## config.mk

```make
export PLATFORM = sky130hd
export DESIGN_NAME = mul_sequencer
export DESIGN_NICKNAME = d
export VERILOG_FILES = /design/src/rtl/mul_sequencer.sv
export SDC_FILE = /design/constraint.sdc
export NUM_CORES = 1
export LEC_CHECK = 0
export BUFFER_PORTS_ARGS = -buffer_cell sky130_fd_sc_hd__buf_2
export CAP_MARGIN = 10
export CORE_ASPECT_RATIO = 2
export CORE_MARGIN = 1
export CORE_UTILIZATION = 45
export CTS_CLUSTER_SIZE = 8
export DETAILED_ROUTE_END_ITERATION = 7
export GPL_TIMING_DRIVEN = 0
export PLACE_DENSITY = 0.7
export SYNTH_ARGS = -nofsm -noshare
export SYNTH_HDL_FRONTEND = slang
export SYNTH_SLANG_ARGS = --single-unit
```

## constraint.sdc

```tcl
create_clock -name clk -period 4.85 [get_ports clk]
set_input_delay 0.7275 -clock clk [delete_from_list [all_inputs] [get_ports clk]]
set_output_delay 0.7275 -clock clk [all_outputs]
set_load 0.05 [all_outputs]
```

## src/rtl/mul_sequencer.sv

```systemverilog
`default_nettype none
// ============================================================================
// Module   : mul_sequencer
// Brief    : Multi-cycle radix-2 shift-add multiplier and HI/LO controller
//            for the MIPS multu / mfhi / mflo path. Raises stall while a
//            multiply is in flight and a new multiply or HI/LO read arrives.
//            Optional feature macro: MUL_SIGNED_EN (signed multiply via
//            magnitude multiply plus final two's-complement negation).
// Revision : 1.0 - initial release
// ============================================================================
module mul_sequencer #(
  parameter int WIDTH = 32
) (
  input  logic             clk,
  input  logic             reset,
  input  logic             start,
  input  logic             is_signed,
  input  logic [WIDTH-1:0] a,
  input  logic [WIDTH-1:0] b,
  input  logic             rd_req,
  input  logic             rd_hi,
  output logic [WIDTH-1:0] result,
  output logic             busy,
  output logic             stall,
  output logic             done
);

  localparam int               CNT_W    = (WIDTH > 1) ? $clog2(WIDTH) : 1;
  localparam logic [CNT_W-1:0] CNT_LAST = CNT_W'(WIDTH - 1);
  localparam logic [CNT_W-1:0] CNT_ONE  = CNT_W'(1);

  localparam logic [0:0] ST_IDLE = 1'b0;
  localparam logic [0:0] ST_RUN  = 1'b1;

  logic [0:0]         state_q, state_d;
  logic [WIDTH-1:0]   mcand_q, mcand_d;
  logic [2*WIDTH-1:0] acc_q,   acc_d;
  logic [CNT_W-1:0]   cnt_q,   cnt_d;
  logic [WIDTH-1:0]   hi_q,    hi_d;
  logic [WIDTH-1:0]   lo_q,    lo_d;
  logic               done_q,  done_d;

  // Datapath helpers
  logic [WIDTH:0]     sum_w;
  logic [2*WIDTH-1:0] step_w;
  logic [2*WIDTH-1:0] prod_w;
  logic [WIDTH-1:0]   op_a_w;
  logic [WIDTH-1:0]   op_b_w;

`ifdef MUL_SIGNED_EN
  logic neg_q, neg_d;
  logic a_neg_w, b_neg_w;

  // Signed operands are multiplied as magnitudes; the most negative value
  // negates to itself, which read as unsigned is exactly its magnitude.
  always_comb begin
    a_neg_w = is_signed & a[WIDTH-1];
    b_neg_w = is_signed & b[WIDTH-1];
    op_a_w  = a_neg_w ? -a : a;
    op_b_w  = b_neg_w ? -b : b;
    prod_w  = neg_q ? -step_w : step_w;
  end
`else
  logic unused_is_signed;
  assign unused_is_signed = is_signed;

  // Unsigned only: operands and product pass straight through.
  always_comb begin
    op_a_w = a;
    op_b_w = b;
    prod_w = step_w;
  end
`endif

  // One shift-add step: conditional add into the upper half keeping the
  // carry, then shift the {carry, acc} word right by one.
  always_comb begin
    sum_w  = {1'b0, acc_q[2*WIDTH-1:WIDTH]} + (acc_q[0] ? {1'b0, mcand_q} : '0);
    step_w = {sum_w, acc_q[WIDTH-1:1]};
  end

  // Sequencer next-state: latch on start in IDLE, step each RUN cycle,
  // commit HI/LO on the final step only.
  always_comb begin
    state_d = state_q;
    mcand_d = mcand_q;
    acc_d   = acc_q;
    cnt_d   = cnt_q;
    hi_d    = hi_q;
    lo_d    = lo_q;
    done_d  = 1'b0;
`ifdef MUL_SIGNED_EN
    neg_d   = neg_q;
`endif
    case (state_q)
      ST_IDLE: begin
        if (start) begin
          mcand_d = op_a_w;
          acc_d   = {{WIDTH{1'b0}}, op_b_w};
          cnt_d   = '0;
`ifdef MUL_SIGNED_EN
          neg_d   = a_neg_w ^ b_neg_w;
`endif
          state_d = ST_RUN;
        end
      end
      ST_RUN: begin
        acc_d = step_w;
        cnt_d = cnt_q + CNT_ONE;
        if (cnt_q == CNT_LAST) begin
          hi_d    = prod_w[2*WIDTH-1:WIDTH];
          lo_d    = prod_w[WIDTH-1:0];
          done_d  = 1'b1;
          state_d = ST_IDLE;
        end
      end
      default: state_d = ST_IDLE;
    endcase
  end

  // State registers; reset abandons any multiply in flight.
  always_ff @(posedge clk or posedge reset) begin
    if (reset) begin
      state_q <= ST_IDLE;
      mcand_q <= '0;
      acc_q   <= '0;
      cnt_q   <= '0;
      hi_q    <= '0;
      lo_q    <= '0;
      done_q  <= 1'b0;
`ifdef MUL_SIGNED_EN
      neg_q   <= 1'b0;
`endif
    end else begin
      state_q <= state_d;
      mcand_q <= mcand_d;
      acc_q   <= acc_d;
      cnt_q   <= cnt_d;
      hi_q    <= hi_d;
      lo_q    <= lo_d;
      done_q  <= done_d;
`ifdef MUL_SIGNED_EN
      neg_q   <= neg_d;
`endif
    end
  end

  // Outputs: stall is purely combinational so the decoder freezes the same cycle.
  always_comb begin
    busy   = (state_q == ST_RUN);
    stall  = busy & (start | rd_req);
    done   = done_q;
    result = rd_hi ? hi_q : lo_q;
  end

endmodule
`default_nettype wire
```

==> results_tabular.tex, run 1 <==
\begin{tabular}{lr}
\hline
Metric & Value \\
\hline
\multicolumn{2}{l}{\textbf{Run status}} \\
\quad Result of the run & finished clean \\
\multicolumn{2}{l}{\textbf{Clock tree}} \\
\quad CTS-repair resized insts & 0 \\
\quad Clock transition time at the flip-flop clock pins of the worst setup and hold paths & 0.07 ns \\
\quad Buffer count from post-CTS setup fixing & 0 \\
\quad Quantity of hold-fixing buffers added after cts & 0 \\
\quad Skew-Pair Late Insertion Delay & 0.44 ns \\
\quad CTS sink count & 167 \\
\quad H-tree lvl count & 4 \\
\quad Master cell of the clock root buffer & clkbuf\_16 \\
\quad Maximum root-to-sink buffer count & 2 \\
\quad Number of CTS-inserted buffers & 17 \\
\quad Clock tree from TritonCTS & yes \\
\multicolumn{2}{l}{\textbf{Critical path}} \\
\quad Worst path slowest cell & dfrtp\_1 \\
\quad Count of buffer and inverter cells on the critical path & 2 \\
\quad Crit path DAT & 4.11 ns \\
\quad CP startpoint kind & register \\
\quad Critical-path cell list & clkbuf\_1 > and2\_1 > ha\_1 > inv\_1 > fa\_1 > nand2b\_1 > a21oi\_1 > o211a\_1 > o41a\_1 > a21oi\_2 > xnor2\_1 > mux2\_2 \\
\quad Start-to-end type of the worst setup path & reg2reg \\
\quad Top delay family on crit path & compound AO/OA/AOI/OAI gates \\
\quad Delay of the slowest critical-path stage & 0.53 ns \\
\quad Endpoint type of the worst setup path & register \\
\quad WP data required & 5.23 ns \\
\quad Max FO, Critical Path & 10 \\
\multicolumn{2}{l}{\textbf{Pwr}} \\
\quad Switch Pwr & 0.00383 W \\
\quad Reg power frac & 30.3\% \\
\quad Clock share of power & 17.0\% \\
\quad Net switching fraction of the power & 45.8\% \\
\quad Design internal power & 0.00453 W \\
\quad PD cells & 779 nW/um2 \\
\quad Combinational cell fraction of total power & 52.7\% \\
\quad LEAKAGE & 5.00 nW \\
\quad Maximum vdd ir drop & 387 uV \\
\multicolumn{2}{l}{\textbf{Synthesis}} \\
\quad Flip-flop and latch count after synthesis & 167 \\
\quad Most repeated cell in the gate-level netlist after synthesis & nand2\_1 \\
\quad Most numerous cell types in the synthesized netlist & nand2\_1, dfrtp\_1, mux2\_2 \\
\quad Synthesized net count & 1062 \\
\quad Netlist Area Pre-Place & 9200 um2 \\
\quad Average cell area after synthesis & 9.61 um2 \\
\quad Netlist cell types & 69 \\
\quad Cell types with the largest area share after synthesis & dfrtp\_1, mux2\_2, nand2\_1, ha\_1, mux2i\_1 \\
\quad Post-synth EDFFs & 0 \\
\quad Area share of the leading cell type in the synthesized netlist & 45.4\% \\
\quad Commonest register cell after synthesis & dfrtp\_1 \\
\quad Seq/Total Area, Yosys & 45.4\% \\
\quad Cell count after synthesis & 957 \\
\quad Yosys warnings & 0 \\
\quad Largest area contributor in the netlist & dfrtp\_1 \\
\quad Async set-or-reset flop fraction in the synthesized netlist & 100\% \\
\multicolumn{2}{l}{\textbf{Global routing}} \\
\quad Initial antenna violation count & 0 \\
\quad Largest net degree at the start of global routing & 41 \\
\quad Number of global-route vias before repair & 7914 \\
\quad Total congestion overflow & 0 \\
\quad Global-route wire length before repair & 40500 um \\
\quad Combined global-route utilization of all metal layers & 26.0\% \\
\multicolumn{2}{l}{\textbf{STA}} \\
\quad Final WS setup & 1.12 ns \\
\quad Final hold slack & 0.314 ns \\
\quad Count of final max-slew check failures & 0 \\
\quad Setup TNS & 0 ns \\
\quad Number of failing setup endpoints in the final timing report & 0 \\
\quad Maximum frequency from static timing analysis & 268 MHz \\
\quad Worst setup skew after layout & 0.00756 ns \\
\quad Crit path time final & 3.73 ns \\
\quad Least-Margin Pin Slew & 0.978 ns \\
\quad Headroom to the max-slew limit & 34.8\% \\
\quad Final hold violations & 0 \\
\quad Share of the clock period used by the worst path after layout & 76.8\% \\
\quad RSZ-0062 raised after global routing & no \\
\multicolumn{2}{l}{\textbf{Die}} \\
\quad Standard-cell row count & 73 \\
\quad Ports & 105 \\
\quad Starting utilization of the core area & 46.2\% \\
\quad Placeable core region & 19900 um2 \\
\quad DIE WIDTH & 103 um \\
\quad Area enclosed by the die boundary & 21100 um2 \\
\quad Die span in y & 204 um \\
\multicolumn{2}{l}{\textbf{Drt}} \\
\quad Post-detailed-route wirelength per cell & 18.9 um \\
\quad Total via count after detailed routing & 7506 \\
\quad \# DRC & 0 \\
\quad Number of antenna-violating nets in the routed design & 0 \\
\quad Detailed router's first-iteration violation count & 362 \\
\quad Detail-routed via count per cell & 5.54 \\
\quad Total Routed Length & 25600 um \\
\quad Detailed-router iteration count before antenna repair & 4 \\
\multicolumn{2}{l}{\textbf{Cells and area}} \\
\quad ANT cells & 0 \\
\quad Share of cells above drive strength 1 & 21.6\% \\
\quad Filler Cells Inserted & 1927 \\
\quad Synthesis-to-finish area growth & 16.6\% \\
\quad Number of nets in the layout & 1187 \\
\multicolumn{2}{l}{\textbf{Place}} \\
\quad RePlAce Congestion & 0.971 \\
\quad Port Buf Inserts & 102 \\
\quad Final HPWL DP & 19600 um \\
\quad Pre-CTS worst setup slack & 1.13 ns \\
\multicolumn{2}{l}{\textbf{Hold path}} \\
\quad Hold/Removal Path Class & in2async \\
\multicolumn{2}{l}{\textbf{Job}} \\
\quad Max cap viols & 0 \\
\hline
\end{tabular}
==> worst register-to-register path: cells and delay by family, from the launching register on <==
family	cells	cell delay, ns
xor gates and xnor gates	1	0.50
adders and majority gates	2	0.62
DFF	1	0.53
buffers and inverters	2	0.40
AOI/OAI and AO/OA	4	0.96
and+or+nand+nor	2	0.39
muxes	1	0.27
==> routing by layer <==
layer,vias up,share of wire (%),global-route usage [%]
li1,3584,-,-
met1,3685,36,26.3
met2,163,55,48.1
met3,74,2.6,3.80
met4,0,6.4,16.6
met5,-,0,0
==> stage by stage <==
step | utilization, % | total power [W] | area [um2] | instances
6_report | 53.9 | 0.00836 | 10700 | 1356
2_1_floorplan | - | 0.00565 | 9210 | 957
3_5_place_dp | 50.8 | 0.00693 | 10100 | 1325
3_3_place_gp | 50.4 | 0.00683 | 10000 | 1321
5_1_grt | 53.9 | 0.00891 | 10700 | 1356
4_1_cts | 53.9 | 0.00838 | 10700 | 1356
==> worst paths after layout <==
kind	from	endpoint	slack, ns	depth (start not counted)
min in group clk	lo_q[25]	lo_q[25]	0.47	2
min	reset	acc_q[6]	0.31	2
min reg2reg	lo_q[25]	lo_q[25]	0.47	2
max in group asynchronous	reset	mcand_q[20]	3.43	5
max reg2reg	acc_q[0]	hi_q[19]	1.12	12
max	acc_q[0]	hi_q[19]	1.12	12
==> cell families after synthesis <==
logic type               Yosys count  synth area share [%]
AND/OR/NAND/NOR                  358                  17.6
AO/OA/AOI/OAI                    192                  13.6
flip-flops                       167                  45.4
multiplexers                     113                  13.4
buffers and inverters             68                  2.86
adder cells (fa/ha/maj)           35                  4.84
XOR/XNOR                          24                  2.28
==> flip-flops by register name (all words and copies together) (netlist names) <==
register  flops
hi_q         32
mcand_q      32
cnt_q         5
acc_q        64
busy          1
lo_q         32
done          1
==> power groups by stage <==
stage	clock, W	sequential (W)	combinational, W
after floorplan	0	0.00239	0.00326
final	0.00142	0.00253	0.00441
after global routing	0.00149	0.00261	0.00481
after global placement	0	0.00254	0.00429
after CTS	0.00144	0.00254	0.00440
after detailed placement	0	0.00256	0.00437
==> placed cells by master, fill, tap and decap left out, drive strengths merged, types with 3 or more instances in the layout <==
cell type / synthesis / final
a31oi: 3 / 3
xnor2: 14 / 14
bufinv: 0 / 3
clkinv: 1 / 7
ha: 34 / 34
a211oi: 5 / 5
o21a: 3 / 3
nor3b: 14 / 14
nor2: 25 / 25
xor2: 10 / 10
mux2: 80 / 80
nor3: 12 / 12
and3: 4 / 4
nand4: 11 / 11
and2: 38 / 38
mux2i: 33 / 33
buf: 19 / 125
o41ai: 3 / 3
o211ai: 3 / 3
nand3: 6 / 6
nand2: 228 / 228
o21ai: 73 / 73
dfrtp: 167 / 167
a21o: 21 / 21
nand2b: 5 / 5
nor2b: 4 / 4
o31ai: 8 / 8
inv: 12 / 14
o21bai: 6 / 6
a21oi: 42 / 42
clkbuf: 36 / 54
o211a: 3 / 3
==> layout make-up <==
cell class,count,area [um2],share of cell area (%)
Buffer,55,214,1.99
Clock buffer,18,439,4.09
Clock inverter,13,169,1.57
Inverter,13,52.6,0.490
Multi-Input combinational cell,722,4760,44.4
Sequential cell,167,4180,38.9
Tap cell,262,328,3.05
Timing Repair Buffer,106,591,5.50
No activity file was read; power rests on OpenSTA's default activity.
==> inputs of run 2 (changes only) <==
Clock period 4.85 ns to 3.1 ns, I/O delays scaled along.
==> run 2 against run 1 <==
Effect of this change:
- critical path depth is 1 higher
- combinational power is 63% higher
- final cell count is 0.29% higher
- sequential share of layout area is 0.74 points lower
- register-to-register slack worse by 1.1 ns
- total power is 60% higher
==> results_tabular.tex, run 2 (synthesized netlist as in run 1, its figures left out) <==
\begin{tabular}{lr}
\hline
Metric & Value \\
\hline
\multicolumn{2}{l}{\textbf{Die}} \\
\quad Starting utilization of the core area & 46.2\% (unchanged) \\
\quad Die span in y & 204 um (unchanged) \\
\quad Ports & 105 (unchanged) \\
\quad Placeable core region & 19900 um2 (unchanged) \\
\quad DIE WIDTH & 103 um (unchanged) \\
\quad Area enclosed by the die boundary & 21100 um2 (unchanged) \\
\quad Standard-cell row count & 73 (unchanged) \\
\multicolumn{2}{l}{\textbf{Drt}} \\
\quad Total via count after detailed routing & 7576 (+0.93\%) \\
\quad Detail-routed via count per cell & 5.57 (+0.64\%) \\
\quad Detailed router's first-iteration violation count & 356 (-1.7\%) \\
\quad Number of antenna-violating nets in the routed design & 0 (unchanged) \\
\quad Detailed-router iteration count before antenna repair & 5 (+1) \\
\quad Post-detailed-route wirelength per cell & 18.9 um (+0.22\%) \\
\quad Total Routed Length & 25700 um (+0.52\%) \\
\quad \# DRC & 0 (unchanged) \\
\multicolumn{2}{l}{\textbf{Clock tree}} \\
\quad Skew-Pair Late Insertion Delay & 0.44 ns (about the same) \\
\quad Number of CTS-inserted buffers & 17 (unchanged) \\
\quad CTS sink count & 167 (unchanged) \\
\quad Quantity of hold-fixing buffers added after cts & 0 (unchanged) \\
\quad Master cell of the clock root buffer & clkbuf\_16 \\
\quad H-tree lvl count & 4 (unchanged) \\
\quad Clock tree from TritonCTS & yes \\
\quad Maximum root-to-sink buffer count & 2 (unchanged) \\
\quad Clock transition time at the flip-flop clock pins of the worst setup and hold paths & 0.07 ns (about the same) \\
\multicolumn{2}{l}{\textbf{Cells and area}} \\
\quad Synthesis-to-finish area growth & 18.9\% \\
\quad ANT cells & 0 (unchanged) \\
\quad Largest register FFs & 64 (unchanged) \\
\quad Reg with most FFs & acc\_q \\
\quad Number of nets in the layout & 1191 (+0.34\%) \\
\quad Share of cells above drive strength 1 & 24.2\% (+2.7 points) \\
\quad Post-route cell area & 10900 um2 (+2.0\%) \\
\quad Most frequent cells in the layout & nand2\_1, dfrtp\_1, buf\_2 \\
\quad Leading cell type in the layout, fill and taps excluded & nand2\_1 \\
\quad Final cell count without fillers & 1360 (+0.29\%) \\
\multicolumn{2}{l}{\textbf{Place}} \\
\quad Area after DPL & 10100 um2 (unchanged) \\
\quad RePlAce Congestion & 0.971 (unchanged) \\
\quad Dpl cells & 1325 (unchanged) \\
\quad Final HPWL DP & 19600 um (unchanged) \\
\quad Port Buf Inserts & 102 (unchanged) \\
\multicolumn{2}{l}{\textbf{Job}} \\
\quad Max cap viols & 0 (unchanged) \\
\multicolumn{2}{l}{\textbf{Global routing}} \\
\quad Total congestion overflow & 0 (unchanged) \\
\quad Combined global-route utilization of all metal layers & 26.1\% (+0.071 points) \\
\quad Largest net degree at the start of global routing & 41 (unchanged) \\
\quad Global-route wire length before repair & 40600 um (+0.19\%) \\
\quad Number of global-route vias before repair & 7975 (+0.77\%) \\
\quad Initial antenna violation count & 0 (unchanged) \\
\multicolumn{2}{l}{\textbf{STA}} \\
\quad Final hold violations & 0 (unchanged) \\
\quad Maximum frequency from static timing analysis & 327 MHz (+22\%) \\
\quad Worst setup skew after layout & 0.00869 ns (+0.00113 ns) \\
\quad Share of the clock period used by the worst path after layout & 98.7\% (+22 points) \\
\quad Headroom to the max-slew limit & 36.5\% (+1.7 points) \\
\quad Crit path time final & 3.06 ns (-0.667 ns) \\
\quad RSZ-0062 raised after global routing & yes \\
\quad Least-Margin Pin Slew & 0.952 ns (-0.0259 ns) \\
\quad Number of failing setup endpoints in the final timing report & 0 (unchanged) \\
\quad Count of final max-slew check failures & 0 (unchanged) \\
\multicolumn{2}{l}{\textbf{Critical path}} \\
\quad Endpoint type of the worst setup path & register \\
\quad CP startpoint kind & register \\
\quad Crit path DAT & 3.38 ns (-0.73 ns) \\
\quad Max FO, Critical Path & 10 (unchanged) \\
\quad Start-to-end type of the worst setup path & reg2reg \\
\quad WP data required & 3.42 ns (-1.81 ns) \\
\multicolumn{2}{l}{\textbf{Pwr}} \\
\quad PD cells & 1220 nW/um2 (+57\%) \\
\quad Maximum vdd ir drop & 606 uV (+57\%) \\
\quad LEAKAGE & 5.08 nW (+1.6\%) \\
\multicolumn{2}{l}{\textbf{Run status}} \\
\quad Result of the run & finished clean \\
\multicolumn{2}{l}{\textbf{Hold path}} \\
\quad Hold/Removal Path Class & in2async \\
\hline
\end{tabular}
run 2: per-stage QoR:
| step | hold WS [ns] | worst slack (ns) | TNS, ns | total power [W] | utilization (%) |
|---|---|---|---|---|---|
| floorplan | 0.440 | 0.244 | 0 | 0.00884 | - |
| global placement | 0.453 | -0.609 | -111.88 | 0.0107 | 50.4 |
| detailed placement | 0.458 | -0.622 | -14.35 | 0.0108 | 50.8 |
| CTS | 0.0534 | 0.0136 | 0 | 0.0133 | 54.6 |
| global route | 0.0810 | -0.0546 | -0.189 | 0.0142 | 55.0 |
| finish | 0.0543 | 0.0410 | 0 | 0.0134 | 55.0 |
run 2: metal layers:
layer  global-route usage [%]  wire length [um]  vias up
met5                        0                 0        -
met4                     18.8              1880        0
met3                     3.69               730       80
met2                     47.4             13900      187
met1                     26.3              9220     3713
li1                         -                 -     3596
run 2: timing repair:
item,4_1_cts,5_1_grt
setup buffers,3,2
gates resized for setup,22,17
endpoints found under the setup margin,48,28
pin swaps,6,9
run 2: layout make-up:
cell class	count	area (um2)
Timing Repair Buffer	111	628
Tap cell	262	328
Fill cell	1894	8970
Sequential cell	167	4180
Inverter	13	52.6
Multi-Input combinational cell	722	4920
Clock buffer	18	439
Clock inverter	13	169
Buffer	54	229
run 2: worst paths after layout:
path / from / to / slack [ns] / cells after the start
setup / recovery: acc_q[0] / hi_q[25] / 0.04 / 13
hold / removal: reset / acc_q[6] / 0.05 / 2
setup reg to reg: acc_q[0] / hi_q[25] / 0.04 / 13
hold reg to reg: hi_q[8] / hi_q[8] / 0.47 / 2
max in group asynchronous: reset / mcand_q[22] / 1.93 / 5
min in group clk: a[4] / mcand_q[4] / 0.25 / 2
run 2: worst max-delay path, stage by stage, from the launching register on:
cell,delay [ns]
dfrtp_2,0.47
clkbuf_8,0.18
and2_1,0.14
ha_2,0.19
inv_1,0.07
fa_1,0.22
nand2b_4,0.16
a21oi_4,0.07
o211a_4,0.26
o41a_1,0.30
buf_4,0.17
a21oi_4,0.23
xnor2_1,0.17
mux2_2,0.30
run 2: power by group:
group | switching, W | leakage [nW] | internal [W]
registers | 0.000686 | 1.95 | 0.00328
logic | 0.00452 | 2.84 | 0.00267
clock network | 0.000929 | 0.297 | 0.00129
==> inputs of run 3 (changes only) <==
--- a/config.mk
+++ b/config.mk
@@ -10,3 +10,3 @@
 export CORE_ASPECT_RATIO = 2
-export CORE_MARGIN = 1
+export CORE_MARGIN = 2
 export CORE_UTILIZATION = 45
==> constraint.sdc (replaced) <==
create_clock -name clk -period 3.1 [get_ports clk]
set_input_delay 0.62 -clock clk [delete_from_list [all_inputs] [get_ports clk]]
set_output_delay 0.62 -clock clk [all_outputs]
set_load 0.05 [all_outputs]
==> run 3 against run 2 <==
Effect of this change:
- clock skew increased by 0.00088 ns
- final cell count is 0.29% higher
- clock-buffer cell count increased by 2
- sequential share of layout area about the same
- total power fell by 0.57%
- largest power group unchanged
- sequential power about the same
- sequential cell count unchanged
- via count down 0.26%
- non-clock buffer count stayed put
- first-iteration DRC count shrank 19%
- clock power fell by 9.5%
==> results_tabular.tex, run 3 (synthesized netlist as in run 1, its figures left out) <==
\begin{tabular}{lr}
\hline
Metric & Value \\
\hline
\multicolumn{2}{l}{\textbf{Cells and area}} \\
\quad Area taken by flip-flops and latches & 4180 um2 (unchanged) \\
\quad Final cell count without fillers & 1364 (+0.29\%) \\
\quad Number of nets in the layout & 1191 (unchanged) \\
\quad Area of the multi-input gates & 4960 um2 (+0.99\%) \\
\quad Reg with most FFs & acc\_q \\
\quad ANT cells & 0 (unchanged) \\
\quad Share of cells above drive strength 1 & 24.9\% (+0.64 points) \\
\quad Largest register FFs & 64 (unchanged) \\
\quad Most frequent cells in the layout & nand2\_1, dfrtp\_1, buf\_2 \\
\quad Filler Cells Inserted & 1897 (+0.16\%) \\
\quad Post-route cell area & 11000 um2 (+0.12\%) \\
\quad Synthesis-to-finish area growth & 19.1\% \\
\quad Leading cell type in the layout, fill and taps excluded & nand2\_1 \\
\multicolumn{2}{l}{\textbf{Critical path}} \\
\quad Worst reg2reg endpoint & hi\_q[26] \\
\quad Worst reg2reg setup slack & 0.09 ns (+0.04 ns) \\
\quad Start-to-end type of the worst setup path & reg2reg \\
\quad Crit path DAT & 3.35 ns (-0.03 ns) \\
\quad WP data required & 3.43 ns (about the same) \\
\quad Setup crit start & acc\_q[0] \\
\quad Critical-path cell list & buf\_8 > and2\_1 > ha\_1 > o21ai\_1 > o21bai\_1 > a211o\_4 > a2111oi\_4 > nor2\_2 > xor2\_1 > mux2\_2 \\
\quad Startpoint of the worst-slack reg-to-reg timing path & acc\_q[0] \\
\quad Endpoint type of the worst setup path & register \\
\quad Worst path slowest cell & dfrtp\_2 \\
\quad Path depth of the worst reg2reg path & 10 (-3) \\
\quad Max FO, Critical Path & 10 (unchanged) \\
\quad Delay of the slowest critical-path stage & 0.48 ns (about the same) \\
\quad CP startpoint kind & register \\
\multicolumn{2}{l}{\textbf{STA}} \\
\quad Number of failing setup endpoints in the final timing report & 0 (unchanged) \\
\quad RSZ-0062 raised after global routing & yes \\
\quad Final hold slack & 0.277 ns (+0.223 ns) \\
\quad Headroom to the max-slew limit & 37.1\% (+0.62 points) \\
\quad Final hold violations & 0 (unchanged) \\
\quad Share of the clock period used by the worst path after layout & 97.2\% (-1.4 points) \\
\quad Crit path time final & 3.01 ns (-0.0447 ns) \\
\quad Count of final max-slew check failures & 0 (unchanged) \\
\quad Least-Margin Pin Slew & 0.943 ns (-0.00928 ns) \\
\quad Worst setup skew after layout & 0.00957 ns (+0.000885 ns) \\
\quad Maximum frequency from static timing analysis & 332 MHz (+1.5\%) \\
\multicolumn{2}{l}{\textbf{Die}} \\
\quad DIE WIDTH & 105 um (+1.9\%) \\
\quad Area enclosed by the die boundary & 21700 um2 (+2.9\%) \\
\quad Ports & 105 (unchanged) \\
\quad Starting utilization of the core area & 45.4\% (-0.83 points) \\
\quad Die span in y & 206 um (+0.98\%) \\
\quad Placeable core region & 20300 um2 (+1.8\%) \\
\quad Standard-cell row count & 74 (+1.4\%) \\
\multicolumn{2}{l}{\textbf{Clock tree}} \\
\quad H-tree lvl count & 4 (unchanged) \\
\quad Clock transition time at the flip-flop clock pins of the worst setup and hold paths & 0.07 ns (about the same) \\
\quad Clock tree from TritonCTS & yes \\
\quad CTS sink count & 167 (unchanged) \\
\quad Number of CTS-inserted buffers & 17 (unchanged) \\
\quad Maximum root-to-sink buffer count & 2 (unchanged) \\
\quad Master cell of the clock root buffer & clkbuf\_16 \\
\quad Skew-Pair Late Insertion Delay & 0.44 ns (about the same) \\
\multicolumn{2}{l}{\textbf{Hold path}} \\
\quad Hold/Removal Path Class & in2async \\
\multicolumn{2}{l}{\textbf{Place}} \\
\quad Final HPWL DP & 20000 um (+1.7\%) \\
\quad Dpl cells & 1329 (+0.30\%) \\
\quad Area after DPL & 10100 um2 (+0.12\%) \\
\quad Port Buf Inserts & 102 (unchanged) \\
\quad RePlAce Congestion & 0.973 (+0.12\%) \\
\multicolumn{2}{l}{\textbf{Drt}} \\
\quad Detailed router's first-iteration violation count & 289 (-19\%) \\
\quad Number of antenna-violating nets in the routed design & 0 (unchanged) \\
\quad Detail-routed via count per cell & 5.54 (-0.56\%) \\
\quad Post-detailed-route wirelength per cell & 19.0 um (+0.75\%) \\
\quad Detailed-router iteration count before antenna repair & 5 (unchanged) \\
\quad \# DRC & 0 (unchanged) \\
\quad Total via count after detailed routing & 7556 (-0.26\%) \\
\quad Total Routed Length & 26000 um (+1.0\%) \\
\multicolumn{2}{l}{\textbf{Pwr}} \\
\quad PD cells & 1210 nW/um2 (-0.69\%) \\
\quad Maximum vdd ir drop & 532 uV (-12\%) \\
\quad LEAKAGE & 5.06 nW (-0.29\%) \\
\multicolumn{2}{l}{\textbf{Global routing}} \\
\quad Initial antenna violation count & 0 (unchanged) \\
\quad Largest net degree at the start of global routing & 43 (+4.9\%) \\
\quad Total congestion overflow & 0 (unchanged) \\
\quad Combined global-route utilization of all metal layers & 24.6\% (-1.5 points) \\
\quad Number of global-route vias before repair & 7738 (-3.0\%) \\
\quad Global-route wire length before repair & 40600 um (about the same) \\
\multicolumn{2}{l}{\textbf{Run status}} \\
\quad Result of the run & finished clean \\
\multicolumn{2}{l}{\textbf{Job}} \\
\quad Max cap viols & 0 (unchanged) \\
\hline
\end{tabular}
-- run 3: cell count changes in the layout (fill, tap and decap cells not counted), sizes merged --
cell and delta:
inv +3, bufinv -3, clkinv -4, clkbuf +2
clkinvlp +2
-- run 3: repair_timing --
| action | 4_1_cts | 5_1_grt |
|---|---|---|
| gates resized for setup | 26 | 24 |
| setup buffers | 2 | 3 |
| cloned | 0 | 0 |
| hold endpoints to repair | 0 | 0 |
| endpoints found under the setup margin | 48 | 30 |
| pin swaps | 5 | 10 |
| hold buffers | 0 | 0 |
-- run 3: report_power, final --
group	total [W]	leakage, nW	switching (W)	internal (W)
logic	0.00730	2.85	0.00457	0.00274
clock network	0.00201	0.266	0.000928	0.00108
registers	0.00399	1.95	0.000717	0.00328
total	0.0133	5.06	0.00621	0.00709
-- run 3: per-layer routing --
layer | routed length (um) | GRT usage (%)
met1 | 9310 | 25.1
met2 | 14200 | 46.2
met4 | 1770 | 16.0
met3 | 676 | 3.25
met5 | 0 | 0
-- run 3: metrics by stage --
stage | power [W] | utilization, % | setup TNS (ns) | setup slack, ns
after floorplan | 0.00884 | - | 0 | 0.244
after CTS | 0.0132 | 53.4 | 0 | 0.00145
after global placement | 0.0107 | 49.6 | -133.89 | -0.742
final | 0.0133 | 54.0 | 0 | 0.0856
after detailed placement | 0.0109 | 50.0 | -14.58 | -0.624
after global routing | 0.0142 | 54.0 | -0.0865 | -0.0360
-- run 3: worst max-delay path, delay by kind of cell, from the launching register on --
kind            cells  cell delay, ns
xor+xnor            1            0.18
simple gates        2            0.24
compound gates      4            1.19
mux                 1            0.28
fa+ha+maj           1            0.36
buf+inv             1            0.16
flops               1            0.48
-- run 3: worst max path at each step --
| stage | end | slack, ns | cells after the start |
|---|---|---|---|
| finish | hi_q[26] | 0.09 | 10 |
| global route | hi_q[28] | -0.04 | 10 |
| CTS | acc_q[61] | 0.001 | 13 |
| detailed placement | hi_q[19] | -0.62 | 12 |
| global placement | mcand_q[20] | -0.74 | 2 |
| floorplan | acc_q[61] | 0.24 | 12 |
-- run 3: layout make-up --
| type | count | share of cell area, % |
|---|---|---|
| buffer | 54 | 2.15 |
| clock buffer | 20 | 4.17 |
| clock inverter | 11 | 0.811 |
| inverter | 13 | 0.514 |
| multi-input combinational | 722 | 45.3 |
| sequential | 167 | 38.2 |
| tap | 266 | 3.04 |
| timing repair buffer | 111 | 5.84 |
